### src/rtl/bch1572_codec_if.sv
// Bus bundle for the BCH(15,7) codec: one encode channel and one decode channel.
//
// Handshake: each channel is valid-only. The codec is always ready, so a
// word is transferred on every rising edge where its *_valid_in is 1. The
// matching result appears one edge later with *_valid_out=1 for exactly one
// cycle. While *_valid_out=0 the result fields keep their last value.
interface bch1572_codec_if;
  logic        enc_valid_in;
  logic [6:0]  data_in;
  logic        enc_valid_out;
  logic [14:0] codeword_out;

  logic        dec_valid_in;
  logic [14:0] codeword_in;
  logic        dec_valid_out;
  logic [6:0]  data_out;
  logic        error_detected;
  logic        error_corrected;
  logic [1:0]  error_count;

  // Traffic source / sink side (testbench or upstream datapath).
  modport master (
    output enc_valid_in, data_in, dec_valid_in, codeword_in,
    input  enc_valid_out, codeword_out, dec_valid_out, data_out,
           error_detected, error_corrected, error_count
  );

  // Codec side.
  modport slave (
    input  enc_valid_in, data_in, dec_valid_in, codeword_in,
    output enc_valid_out, codeword_out, dec_valid_out, data_out,
           error_detected, error_corrected, error_count
  );
endinterface

### src/rtl/bch1572_codec.sv
// Registered systematic (15,7) codec. Encoder appends 8 parity bits;
// decoder builds an 8-bit syndrome, repairs any single-bit error and flags
// everything else it cannot place. Both paths have 1-cycle latency, run
// independently and accept a new word every cycle.
module bch1572_codec (
  input  logic            clk,
  input  logic            rst,
  bch1572_codec_if.slave  bus
);

  // Parity bits p7..p0 for message d6..d0.
  function automatic logic [7:0] parity_of(input logic [6:0] d);
    logic [7:0] p;
    p[7] = d[6] ^ d[5] ^ d[4] ^ d[2];
    p[6] = d[6] ^ d[5] ^ d[3] ^ d[1];
    p[5] = d[6] ^ d[4] ^ d[3] ^ d[0];
    p[4] = d[5] ^ d[4] ^ d[2] ^ d[1];
    p[3] = d[6] ^ d[5] ^ d[3] ^ d[2] ^ d[0];
    p[2] = d[6] ^ d[4] ^ d[3] ^ d[1] ^ d[0];
    p[1] = d[5] ^ d[4] ^ d[2] ^ d[1] ^ d[0];
    p[0] = d[6] ^ d[5] ^ d[4] ^ d[3] ^ d[2] ^ d[1] ^ d[0];
    return p;
  endfunction

  logic        enc_valid_q;
  logic [14:0] codeword_q;
  logic        dec_valid_q;
  logic [6:0]  data_q;
  logic        detected_q;
  logic        corrected_q;
  logic [1:0]  count_q;

  logic [6:0]  raw_data;
  logic [7:0]  syndrome;
  logic [6:0]  flip_mask;
  logic        syn_is_data;
  logic        syn_is_parity;

  // Syndrome and error location. A data-bit error matches one H column; a
  // parity-bit error gives a one-hot syndrome and leaves the data untouched.
  always_comb begin
    raw_data    = bus.codeword_in[14:8];
    syndrome    = parity_of(raw_data) ^ bus.codeword_in[7:0];
    flip_mask   = 7'h00;
    syn_is_data = 1'b0;
    case (syndrome)
      8'hED: begin flip_mask = 7'h40; syn_is_data = 1'b1; end
      8'hDB: begin flip_mask = 7'h20; syn_is_data = 1'b1; end
      8'hB7: begin flip_mask = 7'h10; syn_is_data = 1'b1; end
      8'h6D: begin flip_mask = 7'h08; syn_is_data = 1'b1; end
      8'h9B: begin flip_mask = 7'h04; syn_is_data = 1'b1; end
      8'h57: begin flip_mask = 7'h02; syn_is_data = 1'b1; end
      8'h2F: begin flip_mask = 7'h01; syn_is_data = 1'b1; end
      default: begin
        flip_mask   = 7'h00;
        syn_is_data = 1'b0;
      end
    endcase
    syn_is_parity = (syndrome != 8'h00) &&
                    ((syndrome & (syndrome - 8'd1)) == 8'h00);
  end

  // Encoder register: load on valid, otherwise hold the last codeword.
  always_ff @(posedge clk) begin
    if (rst) begin
      enc_valid_q <= 1'b0;
      codeword_q  <= 15'h0000;
    end else begin
      enc_valid_q <= bus.enc_valid_in;
      if (bus.enc_valid_in) begin
        codeword_q <= {bus.data_in, parity_of(bus.data_in)};
      end
    end
  end

  // Decoder register: corrected data plus status, held while idle.
  always_ff @(posedge clk) begin
    if (rst) begin
      dec_valid_q <= 1'b0;
      data_q      <= 7'h00;
      detected_q  <= 1'b0;
      corrected_q <= 1'b0;
      count_q     <= 2'd0;
    end else begin
      dec_valid_q <= bus.dec_valid_in;
      if (bus.dec_valid_in) begin
        data_q     <= raw_data ^ flip_mask;
        detected_q <= (syndrome != 8'h00);
        if (syndrome == 8'h00) begin
          corrected_q <= 1'b0;
          count_q     <= 2'd0;
        end else if (syn_is_data || syn_is_parity) begin
          corrected_q <= 1'b1;
          count_q     <= 2'd1;
        end else begin
          corrected_q <= 1'b0;
          count_q     <= 2'd2;
        end
      end
    end
  end

  assign bus.enc_valid_out   = enc_valid_q;
  assign bus.codeword_out    = codeword_q;
  assign bus.dec_valid_out   = dec_valid_q;
  assign bus.data_out        = data_q;
  assign bus.error_detected  = detected_q;
  assign bus.error_corrected = corrected_q;
  assign bus.error_count     = count_q;

endmodule

### src/flat_wrapper.sv
// flat-port wrapper written by rule: the top's interface ports become plain ports
module bch1572_codec_flat 
  (clk, rst, bus_enc_valid_in, bus_data_in, bus_dec_valid_in, bus_codeword_in, bus_enc_valid_out, bus_codeword_out, bus_dec_valid_out, bus_data_out, bus_error_detected, bus_error_corrected, bus_error_count);
  bch1572_codec_if bus_i ();
  input  logic clk;
  input  logic rst;
  input wire logic [$bits(bus_i.enc_valid_in)-1:0] bus_enc_valid_in;
  input wire logic [$bits(bus_i.data_in)-1:0] bus_data_in;
  input wire logic [$bits(bus_i.dec_valid_in)-1:0] bus_dec_valid_in;
  input wire logic [$bits(bus_i.codeword_in)-1:0] bus_codeword_in;
  output wire logic [$bits(bus_i.enc_valid_out)-1:0] bus_enc_valid_out;
  output wire logic [$bits(bus_i.codeword_out)-1:0] bus_codeword_out;
  output wire logic [$bits(bus_i.dec_valid_out)-1:0] bus_dec_valid_out;
  output wire logic [$bits(bus_i.data_out)-1:0] bus_data_out;
  output wire logic [$bits(bus_i.error_detected)-1:0] bus_error_detected;
  output wire logic [$bits(bus_i.error_corrected)-1:0] bus_error_corrected;
  output wire logic [$bits(bus_i.error_count)-1:0] bus_error_count;
  assign bus_i.enc_valid_in = bus_enc_valid_in;
  assign bus_i.data_in = bus_data_in;
  assign bus_i.dec_valid_in = bus_dec_valid_in;
  assign bus_i.codeword_in = bus_codeword_in;
  assign bus_enc_valid_out = bus_i.enc_valid_out;
  assign bus_codeword_out = bus_i.codeword_out;
  assign bus_dec_valid_out = bus_i.dec_valid_out;
  assign bus_data_out = bus_i.data_out;
  assign bus_error_detected = bus_i.error_detected;
  assign bus_error_corrected = bus_i.error_corrected;
  assign bus_error_count = bus_i.error_count;
  bch1572_codec u_core (.clk(clk), .rst(rst), .bus(bus_i));
endmodule
### config.mk
export PLATFORM = sky130hd
export DESIGN_NAME = bch1572_codec_flat
export DESIGN_NICKNAME = d
export VERILOG_FILES = /design/src/rtl/bch1572_codec_if.sv /design/src/rtl/bch1572_codec.sv /design/src/flat_wrapper.sv
export SDC_FILE = /design/constraint.sdc
export NUM_CORES = 1
export LEC_CHECK = 0
export BUFFER_PORTS_ARGS = -buffer_cell sky130_fd_sc_hd__buf_2
export CAP_MARGIN = 40
export CORE_MARGIN = 2
export CORE_UTILIZATION = 33
export CTS_CLUSTER_DIAMETER = 100
export DETAILED_ROUTE_END_ITERATION = 10
export GPL_TIMING_DRIVEN = 0
export PLACE_DENSITY_LB_ADDON = 0.1
export SYNTH_ARGS = -nofsm -noshare
export SYNTH_HDL_FRONTEND = slang
export SYNTH_SLANG_ARGS = --single-unit
### constraint.sdc
create_clock -name clk -period 2.4 [get_ports clk]
set_input_delay 0.12 -clock clk [delete_from_list [all_inputs] [get_ports clk]]
set_output_delay 0.12 -clock clk [all_outputs]
set_load 0.05 [all_outputs]
==> impl_metrics.env, run 1 <==
export IMPL_start_kind="input port"
export IMPL_antenna_left=0
export IMPL_final_cell_mix="buf_2, nor2_1, dfxtp_1"
export IMPL_synth_area_top_cells="dfxtp_1, xnor2_1, xor2_1"
export IMPL_antenna_found_initial=0
export IMPL_worstHoldPathCells=3
export IMPL_fin_total_pwr_mw=1.41
export IMPL_p_leak_nw=0.903
export IMPL_nNetsFinal=269
export IMPL_cts_root_buf="clkbuf_8"
export IMPL_drc=0
export IMPL_layout_cells_non_filler=312
export IMPL_postCtsHoldBufs=0
export IMPL_dpl_cell_count=308
export IMPL_core_mm2=0.00511
export IMPL_hp_start="bus_data_in[2]"
export IMPL_whs_ns=0.118
export IMPL_max_cap_violations=0
export IMPL_r2r_start="u_core.bus.codeword_out[6]"
export IMPL_worstPathMaxFanout=7
export IMPL_die_area_mm2=0.00588
export IMPL_multi_input_area_mm2=0.00117
export IMPL_p_per_area_mw_per_mm2=659
export IMPL_syn_area_mm2=0.00174
export IMPL_grt_met2_usage_pct=20.4
export IMPL_synth_top_cell_by_area="dfxtp_1"
export IMPL_fmax_mhz=447
export IMPL_fin_setup_tns_ns=0
export IMPL_hold_violations=0
export IMPL_synthArstFlopShare_pct=0
export IMPL_ioPinCount=54
export IMPL_finalSetupViolations=0
export IMPL_cp_required_ns=2.59
export IMPL_worst_pin_slew_ns=0.672
export IMPL_rr_endpoint="u_core.bus.codeword_out[6]"
export IMPL_finalCritPeriodShare_pct=93.2
export IMPL_syn_area_per_cell_um2=9.18
export IMPL_row_count=26
export IMPL_grt_busiest_layer="met1"
export IMPL_rsz0062_at_grt="false"
export IMPL_end_kind="flop"
export IMPL_status="completed"
export IMPL_path_class="input port to flop"
export IMPL_drive_gt1_share_pct=27.7
export IMPL_gp_congestion=0.799
export IMPL_grt_max_degree=17
export IMPL_die_y_um=76.7
export IMPL_ys_flop_type="dfxtp_1"
export IMPL_use_met3_pct=2.35
export IMPL_port_buffers=48
export IMPL_worstHoldEndpoint="u_core.bus.codeword_out[10]"
export IMPL_htreeDepth=1
export IMPL_ff2ff_path_depth=2
export IMPL_synth_nets=216
export IMPL_postLayoutCellArea_mm2=0.00213
export IMPL_synth_top_cell_area_share_pct=31.0
export IMPL_drv_slew=0
export IMPL_synth_seq_cells=27
export IMPL_cts_tree="done"
export IMPL_layout_cells_most_common="buf_2"
export IMPL_numCtsBuffers=3
export IMPL_dp_hpwl_um=3340
export IMPL_yosys_warnings=0
export IMPL_drt_vias_per_instance=4.65
export IMPL_cts_sinks=27
export IMPL_path_clk_slew_ns=0.10
export IMPL_dpl_cell_area_mm2=0.00207
export IMPL_grt_overflow=0
export IMPL_antennaDiodeCount=0
export IMPL_slew_headroom_pct=55.0
export IMPL_grt_use_total_pct=14.0
export IMPL_dieWidth_um=76.7
export IMPL_finClkSkew_ns=0
export IMPL_utilization_pct=41.8
export IMPL_num_fill_cells=550
export IMPL_rrSetupSlack_ns=1.69
export IMPL_start_util_pct=34.1
export IMPL_grt_pass1_wl_um=6700
export IMPL_clockBufferDepth=2
export IMPL_routed_wl_um=4130
export IMPL_via_count=1451
export IMPL_drt_initial_drc_count=69
export IMPL_ys_types=39
export IMPL_dp_slack_ns=-0.448
export IMPL_synth_cells=190
export IMPL_use_met1_pct=21.4
export IMPL_vdd_drop_max_mv=0.240
export IMPL_avgRoutedWirePerCell_um=13.2
export IMPL_dr_pass1_iters=4
export IMPL_synth_edf_count=0
export IMPL_setup_ws_ns=0.163
export IMPL_regArea_um2=541
export IMPL_crit_arrival_ns=2.43
export IMPL_seq_area_frac_synth_pct=31.0
export IMPL_period_minus_slack_ns=2.24
export IMPL_hold_path_class="input port to flop"
export IMPL_syn2layout_area_growth_pct=22.4
export IMPL_clock_latency_ns=0.27
export IMPL_grt_pass1_vias=1323
## kinds of logic after synthesis
kind of cell | synth area share, %
flops | 31.0
simple gates | 17.0
xor+xnor | 29.1
mux | 6.31
buf+inv | 2.44
compound gates | 14.2
## repair_timing
action,CTS,global route
endpoints found under the setup margin,2,2
setup buffers,0,0
pin swaps,0,0
resized for setup,2,1
cloned,0,0
## flip-flops by register name, summed over array words and instances (netlist names)
register,flops
u_core.bus.error_detected,1
u_core.bus.codeword_out,15
u_core.bus.data_out,7
u_core.bus.dec_valid_out,1
u_core.bus.error_count,2
u_core.bus.enc_valid_out,1
## cells in the mapped netlist, drive strengths merged, types with 5 or more instances
library cell / instances
nor2: 28
dfxtp: 27
xnor2: 27
xor2: 14
a211oi: 13
mux2i: 11
clkbuf: 8
a21oi: 6
nand3: 6
nor3: 6
nand2: 5
xnor3: 5
## where the power goes
part	switching (mW)	internal, mW	total, mW
clock network	0.140	0.118	0.258
registers	0.0169	0.485	0.502
logic	0.419	0.228	0.647
total	0.576	0.831	1.41
## layout make-up
type | instances | area share, %
tap | 70 | 4.10
clock buffer | 3 | 1.93
timing repair buffer | 48 | 11.3
multi-input combinational | 153 | 55.0
clock inverter | 1 | 0.352
sequential | 27 | 25.3
buffer | 10 | 1.99
## worst max-delay path by stage
| stage | startpoint | end | slack (ns) | cells past startpoint |
|---|---|---|---|---|
| after floorplan | bus_codeword_in[9] | u_core.bus.error_count[1] | 0.17 | 7 |
| after global placement | bus_codeword_in[9] | u_core.bus.error_count[1] | -0.52 | 7 |
| after detailed placement | bus_codeword_in[9] | u_core.bus.error_count[1] | -0.45 | 7 |
| after CTS | bus_codeword_in[12] | u_core.bus.error_count[1] | 0.01 | 7 |
| after global routing | bus_codeword_in[12] | u_core.bus.error_count[1] | 0.01 | 7 |
| final | bus_codeword_in[14] | u_core.bus.data_out[3] | 0.16 | 8 |
## routing by layer
| layer | part of all wire, % | wire length, um |
|---|---|---|
| met5 | 0 | 0 |
| met4 | 0.65 | 27 |
| met3 | 4.2 | 172 |
| met2 | 43 | 1760 |
| met1 | 52 | 2170 |
## worst max-delay path: stages
cell and delay, ns:
buf_2 0.14, xor2_2 0.42, xnor3_2 0.61, nor2_4 0.15, nand3_2 0.10, or4_1 0.50
xor2_1 0.17, a211oi_2 0.21
Power figures use the tool's default switching activity.
==> inputs of run 2 (changes only) <==
PLACE_DENSITY_LB_ADDON = 0.08   (was 0.1)
==> run 2 against run 1 <==
- clock skew unchanged
- cell area decreased by 0.12%
- largest power group unchanged
- via count increased by 1.1%
- final cell count unchanged
- fmax decreased by 0.83%
- wire length decreased by 1.1%
- clock power about the same
- power decreased by 0.15%
- register-to-register slack got worse by 0.02 ns
- count of clock-buffer cells in the layout unchanged
==> impl_metrics.env, run 2 (synthesis gave the netlist of run 1 again) <==
export IMPL_grt_pass1_vias=1381
export IMPL_switchingPower_uw=575
export IMPL_period_minus_slack_ns=2.26
export IMPL_whs_ns=0.114
export IMPL_nNetsFinal=269
export IMPL_antenna_found_initial=0
export IMPL_cts_sinks=27
export IMPL_combPwrFrac_pct=45.9
export IMPL_path_clk_slew_ns=0.10
export IMPL_drive_gt1_share_pct=27.7
export IMPL_dieWidth_um=76.7
export IMPL_via_count=1467
export IMPL_dr_pass1_iters=4
export IMPL_core_mm2=0.00511
export IMPL_cp_required_ns=2.56
export IMPL_rrSetupSlack_ns=1.67
export IMPL_antennaDiodeCount=0
export IMPL_avgRoutedWirePerCell_um=13.1
export IMPL_port_buffers=48
export IMPL_worstHoldPathCells=3
export IMPL_drv_slew=0
export IMPL_drt_initial_drc_count=21
export IMPL_htreeDepth=1
export IMPL_rsz0062_at_grt="false"
export IMPL_finalCritPeriodShare_pct=94.0
export IMPL_layout_cells_non_filler=312
export IMPL_worstPathMaxFanout=7
export IMPL_postLayoutCellArea_mm2=0.00213
export IMPL_setup_ws_ns=0.144
export IMPL_vdd_drop_max_mv=0.228
export IMPL_dp_hpwl_um=3340
export IMPL_routed_wl_um=4080
export IMPL_status="completed"
export IMPL_seqPwrFrac_pct=35.8
export IMPL_fin_setup_tns_ns=0
export IMPL_finalSetupViolations=0
export IMPL_dp_slack_ns=-0.559
export IMPL_swShare_pct=40.9
export IMPL_worst_pin_slew_ns=0.636
export IMPL_p_int_uw=830
export IMPL_start_util_pct=34.1
export IMPL_dpl_cell_area_mm2=0.00207
export IMPL_drc=0
export IMPL_route_met2_wl_um=1750
export IMPL_clkPwrFrac_pct=18.3
export IMPL_drt_vias_per_instance=4.70
export IMPL_clockBufferDepth=2
export IMPL_p_leak_nw=0.906
export IMPL_numCtsBuffers=3
export IMPL_crit_arrival_ns=2.42
export IMPL_dpl_cell_count=308
export IMPL_postCtsHoldBufs=0
export IMPL_cts_root_buf="clkbuf_8"
export IMPL_die_y_um=76.7
export IMPL_clock_latency_ns=0.27
export IMPL_fin_total_pwr_mw=1.40
export IMPL_max_cap_violations=0
export IMPL_p_per_area_mw_per_mm2=659
export IMPL_path_class="input port to flop"
export IMPL_hold_violations=0
export IMPL_final_cell_mix="buf_2, nor2_1, dfxtp_1"
export IMPL_grt_pass1_wl_um=6890
export IMPL_hold_path_class="input port to flop"
export IMPL_largest_reg_flops=15
export IMPL_dr_max_layer_used="met4"
export IMPL_layout_cells_most_common="buf_2"
export IMPL_utilization_pct=41.7
export IMPL_die_area_mm2=0.00588
export IMPL_wl_met1_um=2140
export IMPL_ioPinCount=54
export IMPL_fmax_mhz=443
export IMPL_slew_headroom_pct=57.5
export IMPL_grt_max_degree=16
export IMPL_met3_wirelength_um=155
export IMPL_finClkSkew_ns=0
export IMPL_antenna_left=0
export IMPL_start_kind="input port"
export IMPL_ff2ff_path_depth=2
export IMPL_grt_overflow=0
export IMPL_gp_congestion=0.795
export IMPL_syn2layout_area_growth_pct=22.2
export IMPL_row_count=26
export IMPL_grt_use_total_pct=14.4
export IMPL_cts_tree="done"
export IMPL_end_kind="flop"
run 2: cell types whose count changed in the layout (fill, tap and decap cells not counted):
| cell | before | now |
|---|---|---|
| clkinv_2 | 0 | 1 |
| clkinvlp_4 | 1 | 0 |
run 2: path summary, 6_finish.rpt:
check / end / startpoint
setup / recovery: u_core.bus.error_count[1] / bus_codeword_in[12]
setup reg to reg: u_core.bus.codeword_out[6] / u_core.bus.codeword_out[6]
hold reg to reg: u_core.bus.error_count[1] / u_core.bus.error_count[1]
hold / removal: u_core.bus.codeword_out[10] / bus_data_in[2]
run 2: routing by layer:
layer	GRT usage, %	up-vias
li1	-	779
met1	20.8	654
met2	22.5	32
met3	1.65	2
met4	4.36	0
met5	0	-
run 2: repair_timing:
| item | 4_1_cts | 5_1_grt |
|---|---|---|
| buffers inserted | 0 | 0 |
| hold endpoints to repair | 0 | 0 |
| endpoints found under the setup margin | 3 | 2 |
| gates cloned | 0 | 0 |
| resized for setup | 2 | 1 |
run 2: layout make-up:
| cell class | count | area (um2) |
|---|---|---|
| flip-flops and latches | 27 | 541 |
| well taps | 70 | 87.6 |
| clock buffers | 3 | 41.3 |
| plain buffers | 10 | 42.5 |
| clock inverters | 1 | 5.00 |
| multi-input cells | 153 | 1170 |
| repair buffers | 48 | 240 |
| fillers | 554 | 2980 |
run 2: critical path, cell delays in order:
cell and delay, ns:
buf_2 0.13, xnor3_2 0.53, xnor2_1 0.25, or4_1 0.56, a2111oi_2 0.46, nor2b_1 0.12, a32o_1 0.23
run 2: power groups by stage:
stage / registers (mW) / clock network [mW] / logic (mW)
floorplan: 0.644 / 0 / 0.366
global placement: 0.513 / 0 / 0.641
detailed placement: 0.513 / 0 / 0.640
CTS: 0.503 / 0.271 / 0.645
global route: 0.508 / 0.298 / 0.698
finish: 0.502 / 0.257 / 0.645
==> inputs of run 3 (changes only) <==
PLACE_DENSITY = 0.63   (was unset)
PLACE_DENSITY_LB_ADDON = unset   (was 0.08)
==> run 3 against run 2 <==
- sequential power about the same
- clock power shrank 2%
- die area stayed put
- count of clock-buffer cells in the layout is the same
- wire length fell by 7.5%
- global-route usage is 1.9 points lower
- non-clock buffer count did not move
- via count rose by 1.9%
- combinational power down 0.6%
- clock skew stayed put
- cell area increased by 0.12%
- critical endpoint unchanged
- highest routed layer unchanged
==> impl_metrics.env, run 3 (synthesis gave the netlist of run 1 again) <==
export IMPL_status="completed"
export IMPL_crit_path_top_delay_cell="or4_1"
export IMPL_finClkSkew_ns=0
export IMPL_critical_path_buf_inv_count=1
export IMPL_grt_max_degree=17
export IMPL_worst_pin_slew_ns=0.631
export IMPL_ioPinCount=54
export IMPL_worstHoldPathCells=3
export IMPL_clockBufferDepth=2
export IMPL_dpl_cell_count=308
export IMPL_die_y_um=76.7
export IMPL_grt_overflow=0
export IMPL_rrSetupSlack_ns=1.70
export IMPL_utilization_pct=41.8
export IMPL_period_minus_slack_ns=2.23
export IMPL_p_leak_nw=0.903
export IMPL_cts_sinks=27
export IMPL_syn2layout_area_growth_pct=22.4
export IMPL_cts_root_buf="clkbuf_8"
export IMPL_dr_pass1_iters=4
export IMPL_hold_violations=0
export IMPL_whs_ns=0.116
export IMPL_drc=0
export IMPL_r2r_start="u_core.bus.codeword_out[6]"
export IMPL_layout_cells_non_filler=312
export IMPL_crit_start="bus_codeword_in[12]"
export IMPL_ctsResizeCount=2
export IMPL_drt_vias_per_instance=4.79
export IMPL_numCtsBuffers=3
export IMPL_clock_latency_ns=0.26
export IMPL_die_area_mm2=0.00588
export IMPL_start_kind="input port"
export IMPL_path_cells="buf_2 -> xnor3_2 -> xnor2_1 -> or4_1 -> a2111oi_2 -> nor2b_1 -> a32o_1"
export IMPL_postCtsHoldBufs=0
export IMPL_grt_pass1_wl_um=6170
export IMPL_drv_slew=0
export IMPL_grt_pass1_vias=1340
export IMPL_vdd_drop_max_mv=0.219
export IMPL_largest_reg_flops=15
export IMPL_cp_required_ns=2.57
export IMPL_path_clk_slew_ns=0.09
export IMPL_slew_headroom_pct=57.9
export IMPL_max_cap_violations=0
export IMPL_layout_cells_most_common="buf_2"
export IMPL_dp_hpwl_um=3050
export IMPL_nNetsFinal=269
export IMPL_worst_path_stages=7
export IMPL_num_fill_cells=541
export IMPL_finalSetupViolations=0
export IMPL_end_kind="flop"
export IMPL_worstPathMaxFanout=7
export IMPL_antenna_left=0
export IMPL_hold_path_class="input port to flop"
export IMPL_setup_ws_ns=0.166
export IMPL_gp_congestion=0.814
export IMPL_cpPeakStageDelay_ns=0.57
export IMPL_drive_gt1_share_pct=27.7
export IMPL_crit_arrival_ns=2.40
export IMPL_row_count=26
export IMPL_grt_use_total_pct=12.5
export IMPL_path_class="input port to flop"
export IMPL_critical_path_top_delay_family="XOR/XNOR gates"
export IMPL_fin_setup_tns_ns=0
export IMPL_finalCritPeriodShare_pct=93.1
export IMPL_ff2ff_path_depth=2
export IMPL_p_per_area_mw_per_mm2=654
export IMPL_fmax_mhz=448
export IMPL_routed_wl_um=3770
export IMPL_dp_slack_ns=-0.433
export IMPL_via_count=1495
export IMPL_antennaDiodeCount=0
export IMPL_hp_start="bus_data_in[3]"
export IMPL_core_mm2=0.00511
export IMPL_cts_tree="done"
export IMPL_final_cell_mix="buf_2, nor2_1, dfxtp_1"
export IMPL_avgRoutedWirePerCell_um=12.1
export IMPL_post_cts_buffers=0
export IMPL_dieWidth_um=76.7
export IMPL_antenna_found_initial=0
export IMPL_drt_initial_drc_count=43
export IMPL_htreeDepth=1
export IMPL_rsz0062_at_grt="false"
export IMPL_start_util_pct=34.1
export IMPL_port_buffers=48
==> run 3: cell count changes in the layout (fill, tap and decap cells not counted) <==
cell | previous run | this run
clkinv_2 | 1 | 0
clkinvlp_4 | 0 | 1
==> run 3: final timing paths <==
| check | to |
|---|---|
| setup / recovery | u_core.bus.error_count[1] |
| setup reg to reg | u_core.bus.codeword_out[6] |
| hold reg to reg | u_core.bus.error_count[1] |
| hold / removal | u_core.bus.codeword_out[11] |
==> run 3: per-stage QoR <==
| step | area, um2 | power [mW] |
|---|---|---|
| after CTS | 2130 | 1.40 |
| after global routing | 2130 | 1.48 |
| after floorplan | 1740 | 1.01 |
| after global placement | 2070 | 1.14 |
| after detailed placement | 2070 | 1.14 |
| final | 2130 | 1.40 |
==> run 3: layout make-up <==
type / instances / area (um2) / area share (%)
plain buffers: 10 / 42.5 / 1.99
repair buffers: 48 / 240 / 11.3
clock inverters: 1 / 7.51 / 0.352
well taps: 70 / 87.6 / 4.10
multi-input cells: 153 / 1170 / 55.0
flip-flops and latches: 27 / 541 / 25.3
clock buffers: 3 / 41.3 / 1.93
==> run 3: worst reg2reg max path, stage by stage, from the launching register on <==
cell and delay (ns):
dfxtp_1 0.33, nor2_1 0.04, a211oi_1 0.24
==> run 3: metal layers <==
metal  up-vias  global-route usage (%)  share of wire [%]
li1        775                       -                  -
met1       676                    17.2                 49
met2        40                    20.9                 47
met3         4                    1.41                3.7
met4         0                    3.27               0.93
met5         -                       0                  0
==> run 3: report_power, final <==
part	switching [mW]	internal, mW
combinational	0.413	0.228
clock	0.134	0.117
sequential	0.0178	0.485
total	0.565	0.831
